==> config.mk <==
export PLATFORM = sky130hd
export DESIGN_NAME = if_id_pipe
export DESIGN_NICKNAME = d
export VERILOG_FILES = /design/src/rtl/mips_pkg.sv /design/src/rtl/if_id_pipe_hazard_detect.sv /design/src/rtl/if_id_pipe.sv
export SDC_FILE = /design/constraint.sdc
export NUM_CORES = 1
export LEC_CHECK = 0
export ABC_CLOCK_PERIOD_IN_PS = 3000
export CELL_PAD_IN_SITES_DETAIL_PLACEMENT = 0
export CELL_PAD_IN_SITES_GLOBAL_PLACEMENT = 1
export CORE_MARGIN = 10
export CORE_UTILIZATION = 27
export DETAILED_ROUTE_END_ITERATION = 10
export PLACE_DENSITY = 0.81
export REMOVE_ABC_BUFFERS = 1
export SYNTH_ARGS = -nofsm -noshare
export SYNTH_HDL_FRONTEND = slang
export SYNTH_SLANG_ARGS = --single-unit
==> constraint.sdc <==
create_clock -name clk -period 3 [get_ports clk]
set_input_delay 0.6 -clock clk [delete_from_list [all_inputs] [get_ports clk]]
set_output_delay 0.6 -clock clk [all_outputs]
set_load 0.01 [all_outputs]
==> src/rtl/mips_pkg.sv <==
// Shared MIPS datapath definitions: opcodes, the NOP word and instruction field positions.
package mips_pkg;

    localparam logic [5:0]  OP_RTYPE = 6'h00;
    localparam logic [5:0]  OP_BEQ   = 6'h04;
    localparam logic [5:0]  OP_LW    = 6'h23;
    localparam logic [5:0]  OP_SW    = 6'h2B;

    localparam logic [31:0] NOP_WORD = 32'h0000_0000;

    localparam int OPCODE_MSB = 31;
    localparam int OPCODE_LSB = 26;
    localparam int RS_MSB     = 25;
    localparam int RS_LSB     = 21;
    localparam int RT_MSB     = 20;
    localparam int RT_LSB     = 16;
    localparam int RD_MSB     = 15;
    localparam int RD_LSB     = 11;
    localparam int IMM_MSB    = 15;
    localparam int IMM_LSB    = 0;

    // Only these formats read rt as a source; I-type ALU ops and loads write it instead.
    function automatic logic uses_rt(input logic [5:0] op);
        return (op == OP_RTYPE) || (op == OP_BEQ) || (op == OP_SW);
    endfunction

endpackage

==> src/rtl/if_id_pipe_hazard_detect.sv <==
// Load-use hazard detection for the instruction sitting in ID; purely combinational.
module hazard_detect
    import mips_pkg::*;
(
    input  logic       i_valid,
    input  logic [5:0] i_opcode,
    input  logic [4:0] i_rs,
    input  logic [4:0] i_rt,
    input  logic       i_idex_mem_read,
    input  logic [4:0] i_idex_rt,
    input  logic       i_flush,
    output logic       o_hazard,
    output logic       o_stall,
    output logic       o_pc_write,
    output logic       o_bubble
);

    logic w_rs_match;
    logic w_rt_match;

    assign w_rs_match = (i_idex_rt == i_rs);
    assign w_rt_match = uses_rt(i_opcode) && (i_idex_rt == i_rt);

    assign o_hazard   = i_valid && i_idex_mem_read && (i_idex_rt != 5'd0)
                        && (w_rs_match || w_rt_match);
    // A flush overrides the stall so the branch target still reaches the PC.
    assign o_stall    = o_hazard && !i_flush;
    assign o_pc_write = !o_stall;
    assign o_bubble   = o_hazard || i_flush;

endmodule

==> src/rtl/if_id_pipe.sv <==
// IF/ID pipeline register with load-use stall, branch flush and saturating perf counters.
module if_id_pipe
    import mips_pkg::*;
#(
    parameter logic [31:0] NOP_INSTR = NOP_WORD,
    parameter int          CNT_W     = 16
)(
    input  logic             clk,
    input  logic             rst,
    input  logic [31:0]      PC_in,
    input  logic [31:0]      instr_in,
    input  logic             flush,
    input  logic             idex_mem_read,
    input  logic [4:0]       idex_rt,
    output logic [31:0]      PC_pass,
    output logic [31:0]      instr_out,
    output logic [5:0]       opcode,
    output logic [4:0]       rs,
    output logic [4:0]       rt,
    output logic [4:0]       rd,
    output logic [15:0]      imm,
    output logic             valid,
    output logic             pc_write,
    output logic             bubble,
    output logic [CNT_W-1:0] stall_cnt,
    output logic [CNT_W-1:0] flush_cnt
);

    logic [31:0]      r_instr;
    logic [31:0]      r_pc;
    logic             r_valid;
    logic [CNT_W-1:0] r_stall_cnt;
    logic [CNT_W-1:0] r_flush_cnt;
    logic             w_hazard;
    logic             w_stall;

    hazard_detect u_hazard (
        .i_valid        (r_valid),
        .i_opcode       (opcode),
        .i_rs           (rs),
        .i_rt           (rt),
        .i_idex_mem_read(idex_mem_read),
        .i_idex_rt      (idex_rt),
        .i_flush        (flush),
        .o_hazard       (w_hazard),
        .o_stall        (w_stall),
        .o_pc_write     (pc_write),
        .o_bubble       (bubble)
    );

    always_ff @(posedge clk or posedge rst) begin
        if (rst) begin
            r_instr     <= NOP_INSTR;
            r_pc        <= 32'd0;
            r_valid     <= 1'b0;
            r_stall_cnt <= '0;
            r_flush_cnt <= '0;
        end else if (flush) begin
            r_instr <= NOP_INSTR;
            r_pc    <= 32'd0;
            r_valid <= 1'b0;
            if (r_flush_cnt != '1)
                r_flush_cnt <= r_flush_cnt + CNT_W'(1);
        end else if (w_stall) begin
            if (r_stall_cnt != '1)
                r_stall_cnt <= r_stall_cnt + CNT_W'(1);
        end else begin
            r_instr <= instr_in;
            r_pc    <= PC_in;
            r_valid <= 1'b1;
        end
    end

    assign PC_pass   = r_pc;
    assign instr_out = r_instr;
    assign valid     = r_valid;
    assign stall_cnt = r_stall_cnt;
    assign flush_cnt = r_flush_cnt;

    assign opcode = r_instr[OPCODE_MSB:OPCODE_LSB];
    assign rs     = r_instr[RS_MSB:RS_LSB];
    assign rt     = r_instr[RT_MSB:RT_LSB];
    assign rd     = r_instr[RD_MSB:RD_LSB];
    assign imm    = r_instr[IMM_MSB:IMM_LSB];

endmodule
=== After elaboration in Yosys (flattened, before gate mapping) ===
Index checks and enable logic that the tools add are counted.
Widths: inputs -> output; s select.

* Flip-flop bits (word level): 97
* Bits of input ports: 73
* Output and inout port bits: 136
* Logic and storage cells: 36

* $add $sub $neg: 2
* Equal/unequal tests: 7
* Multiplexer cells: 6
* Bitwise gates (word level): 1
* Reductions and logical operators: 15

{| class="wikitable"
|+ Operators by type and width
! operator !! number
|-
| $mux 32 || 4
|-
| $add 16x1->16 const B || 2
|-
| $ne 16x16->1 const B || 2
|-
| $eq 5x5->1 || 2
|-
| $eq 6x3->1 const B || 1
|-
| $eq 6x6->1 const B || 1
|-
| $logic_not 6->1 || 1
|-
| $logic_and 1x1->1 || 5
|-
| $reduce_bool 5->1 || 1
|-
| $logic_or 1x1->1 || 4
|-
| $reduce_and 3->1 || 1
|-
| $logic_not 1->1 || 2
|-
| $mux 1 || 2
|-
| $ne 2x2->1 const B || 1
|-
| $reduce_and 2->1 || 1
|-
| $not 1->1 || 1
|}

=== Logic depth before layout (Yosys ltp) ===
* Depth in word-level cells: 9
* Mapped depth: 8
* Depth with buffers taken out: 7

=== Cells and area by module ===
From an unflattened synthesis, not the netlist that was laid out.

* Cells, all modules: 422
* Area, all modules: 4650.7 µm²

{| class="wikitable"
|+ By module, submodules not included
! module !! instances !! cells each !! area each (µm²) !! seq. area each (µm²)
|-
| if_id_pipe || 1 || 398 || 4459.3 || 2427.3
|-
| hazard_detect || 1 || 24 || 191.4 || 0.0
|}

=== Worst setup path before layout ===
Ideal clock, no wire load.

* Path kind: input to output
* Start: input idex_rt[1]
* End: output bubble
* Arrival: 1.944 ns
* Data required time: 2.400 ns
* Path slack: 0.456 ns
* Cell stages on the path: 7
* Buffers on the path: 2
* Cells stage by stage: or4_1 -> o211ai_1 -> a21oi_1 -> nor2_1 -> buf_2 -> buf_2 -> inv_1

* Longest elaborated chain between the ends: 5
* Elaborated cells on any way between the ends: 8
* Those cells by class: eq/ne (2); reduce/logical (6)

{| class="wikitable"
|+ Ends and longest elaborated chain
! element !! RTL line !! RTL
|-
| start, declared || if_id_pipe.sv:14 || <nowiki>input logic [4:0] idex_rt,</nowiki>
|-
| $eq 5x5->1 || if_id_pipe_hazard_detect.sv:22 || <nowiki>assign w_rt_match = uses_rt(i_opcode) && (i_idex_rt == i_rt);</nowiki>
|-
| $logic_and 1x1->1 || if_id_pipe_hazard_detect.sv:22 ||
|-
| $logic_or 1x1->1 || if_id_pipe_hazard_detect.sv:25 || <nowiki>&& (w_rs_match || w_rt_match);</nowiki>
|-
| $logic_and 1x1->1 * || if_id_pipe_hazard_detect.sv:25 ||
|-
| $logic_or 1x1->1 * || if_id_pipe_hazard_detect.sv:29 || <nowiki>assign o_bubble = o_hazard || i_flush;</nowiki>
|-
| end, declared || if_id_pipe.sv:24 || <nowiki>output logic bubble,</nowiki>
|}

Mark *: on every way between the ends. The rest lies on a longest branch, timed or not.

=== Worst setup path after layout ===
* Start: input idex_rt[0]
* End: output pc_write

* Longest elaborated chain between the ends: 6
* Elaborated cells on any way between the ends: 9
* Those cells by class: eq/ne (2); reduce/logical (7)

{| class="wikitable"
|+ Ends and longest elaborated chain
! element !! RTL line !! RTL
|-
| $eq 5x5->1 || if_id_pipe_hazard_detect.sv:22 ||
|-
| $logic_and 1x1->1 || if_id_pipe_hazard_detect.sv:22 ||
|-
| $logic_or 1x1->1 || if_id_pipe_hazard_detect.sv:25 ||
|-
| $logic_and 1x1->1 * || if_id_pipe_hazard_detect.sv:25 ||
|-
| $logic_and 1x1->1 * || if_id_pipe_hazard_detect.sv:27 || <nowiki>assign o_stall = o_hazard && !i_flush;</nowiki>
|-
| $logic_not 1->1 * || if_id_pipe_hazard_detect.sv:28 || <nowiki>assign o_pc_write = !o_stall;</nowiki>
|-
| end, declared || if_id_pipe.sv:23 || <nowiki>output logic pc_write,</nowiki>
|}

Marked as above.

==> qor.yml <==
clockBufferDepth: 2
cts.reportedPaths.clkPinSlew_ns: 0.07
ys_ff_latch: 97
htreeDepth: 3
antenna_found_initial: 0
power_mw: 3.42
grt_pass1_wl_mm: 20.7
cts_tree: "built"
ys_seq_area_share_pct: 58.0
yosysWarnings: 0
p_sw_share_pct: 25.7
synthesis.area_sq_um: 4180
leakage_nw: 2.88
crit_fanout: 2
rsz0062_at_grt: "yes"
drtIter0Drc: 119
clkLatencyLatePin_ns: 0.35
synth_cells: 336
fp.dieH_um: 144
dr.pass1.iters: 4
grt_max_degree: 65
die_w_um: 144
worst_path_max_delay_cell: "clkdlybuf4s50_1"
power_frac_comb_pct: 19.4
synthFlopType: "dfrtp_1"
dpl.hpwl_mm: 10.0
crit_required_ns: 2.40
grt_util_all_layers_pct: 12.7
maxSlewViolCount: 0
ios: 209
io_buffers: 208
async_reset_ff_share_pct: 100
synth.area.top_cells: "dfrtp_1 58%, a22o_1 13%, buf_4 7.0%"
via_per_inst: 4.60
pwr-share-seq_pct: 44.2
core_sq_um: 15200
ant_nets: 0
fin_crit_ns: 2.90
cp-startpoint: "idex_rt[0]"
cts.sinks: 97
route.detailed.drc: 0
crit_buf_inv: 4
synth_top_area_cell: "dfrtp_1"
p_int_mw: 2.54
yosysMostFrequentCell: "dfrtp_1"
clkPwrFrac_pct: 36.3
grt_overflow: 0
start_util_pct: 27.5
final_layout_size_suffix_gt1_share_pct: 7.66
via_count: 3267
rows: 45
worstPathCellList: "clkdlybuf4s50_1, xor2_1, nor4_1, nand3_1, buf_4, a211oi_4, inv_1, buf_2"
cap_violations: 0
min_from: "flush_cnt[15]$_DFFE_PP0P_"
worstPathArrival_ns: 2.30
tightest_slew_ns: 0.707
synth.distinct_cells: 29
die_area_sq_um: 20900
nets: 592
hp-class: "register to register"
min_period_over_period_pct: 96.8
stdcell_area_sq_um: 6620
fmax_mhz: 344
hold_violations: 0
path_delay_family: "buffers and inverters"
synthToLayoutAreaGrowth_pct: 58.2
p_switching_uw: 879
cts-root-buf: "clkbuf_16"
clock_skew_ns: 0.0108
p_per_area_nw_per_um2: 517
gp_congestion: 0.729
max_slew_margin_pct: 52.9
cp-start-kind: "input port"
status: "finished clean"
endpoint_kind: "output port"
hold-worst-slack_ns: 0.497
finalWirelength_mm: 13.3
yosys-top-cells-count: "97 x dfrtp_1, 64 x a22o_1, 39 x buf_4"
r2r_start: "instr_out[27]$_DFFE_PP0P_"
grt_pass1_vias: 3566
netlist.area_leader.share_pct: 58.0
syn_area_per_cell_sq_um: 12.4
peakVddDrop_mv: 0.224
setup_viol: 0
post_drt_wl_per_cell_um: 18.7
synth_edf_count: 0
antenna_cells: 0
placed_cell_area_sq_um: 6260
criticalPathCategory: "input port to output port"
cts-buffers-inserted: 9
max_stage_delay_ns: 0.44
state kept, by name, summed over array words and instances, names as in the netlist:
register / cells
stall_cnt: 16
flush_cnt: 16
PC_pass: 32
valid: 1
instr_out: 32
logic make-up (layout without fill, tap and decap cells):
family                     Yosys count  after routing  synth area share (%)
and+or+nand+nor                     65             65                  8.85
buffers and inverters               58            244                  9.06
adders and majority gates            2              2                 0.598
AOI/OAI and AO/OA                   74             74                  15.0
DFF                                 97             97                  58.0
muxes                                2              2                 0.538
xor gates and xnor gates            38             38                  7.96
metrics by stage:
stage / setup TNS, ns / worst slack [ns] / instances / utilization (%)
3_3_place_gp: -15.81 / -0.279 / 691 / 41.2
5_1_grt: -0.0147 / -0.0147 / 710 / 43.5
2_1_floorplan: -103.27 / -1.54 / 282 / -
4_1_cts: 0 / 0.00939 / 708 / 43.4
3_5_place_dp: -17.87 / -0.320 / 691 / 41.2
6_report: 0 / 0.0970 / 710 / 43.5
power by group through the flow:
stage | clock [mW] | sequential, mW | combinational (mW)
3_3_place_gp | 0 | 1.53 | 0.665
4_1_cts | 1.29 | 1.52 | 0.682
6_report | 1.24 | 1.51 | 0.665
2_1_floorplan | 0 | 1.58 | 0.175
5_1_grt | 1.33 | 1.53 | 0.721
3_5_place_dp | 0 | 1.54 | 0.676
layout by cell type (no fill, tap or decap), drive strengths merged, types with 2 or more instances in the layout:
master	Yosys	routed
and4	6	6
clkinv	0	2
bufinv	0	2
xor2	13	13
buf	51	18
and2	5	5
inv	4	5
or4	2	2
xnor2	25	25
nand4	10	10
mux2	2	2
nor2	6	6
clkdlybuf4s50	0	204
nand2	8	8
nor3	2	2
nand3	16	16
ha	2	2
and3	7	7
dfrtp	97	97
clkbuf	3	10
a21oi	5	5
a22o	64	64
worst paths after layout:
path,end,slack [ns],depth (start not counted)
hold reg to reg,flush_cnt[15]$_DFFE_PP0P_,0.50,1
setup reg to reg,instr_out[24]$_DFFE_PP0P_,0.36,8
min in group asynchronous,flush_cnt[12]$_DFFE_PP0P_,0.62,2
setup / recovery,pc_write,0.1,8
hold / removal,flush_cnt[15]$_DFFE_PP0P_,0.50,1
max in group asynchronous,valid$_DFFE_PP0P_,1.69,3
per-layer routing:
metal	share of wire (%)	global-route usage, %
met5	0	0
met4	1.4	4.41
met3	8.1	4.66
met2	51	21.8
met1	39	14.2
timing repair:
item                                    CTS  global route
hold buffers                              0             0
endpoints found under the setup margin    2            61
pin swaps                                 3             2
gates resized for setup                  11             3
cloned                                    0             0
setup buffers                             1             2
final cells by class:
type                       count  area (sq um)
clock buffer                  10           229
multi-input combinational    181          1410
timing repair buffer         224          2210
tap                          188           235
sequential                    97          2430
fill                        1447          8590
inverter                       4          17.5
clock inverter                 6          90.1
Power figures use the tool's default switching activity.
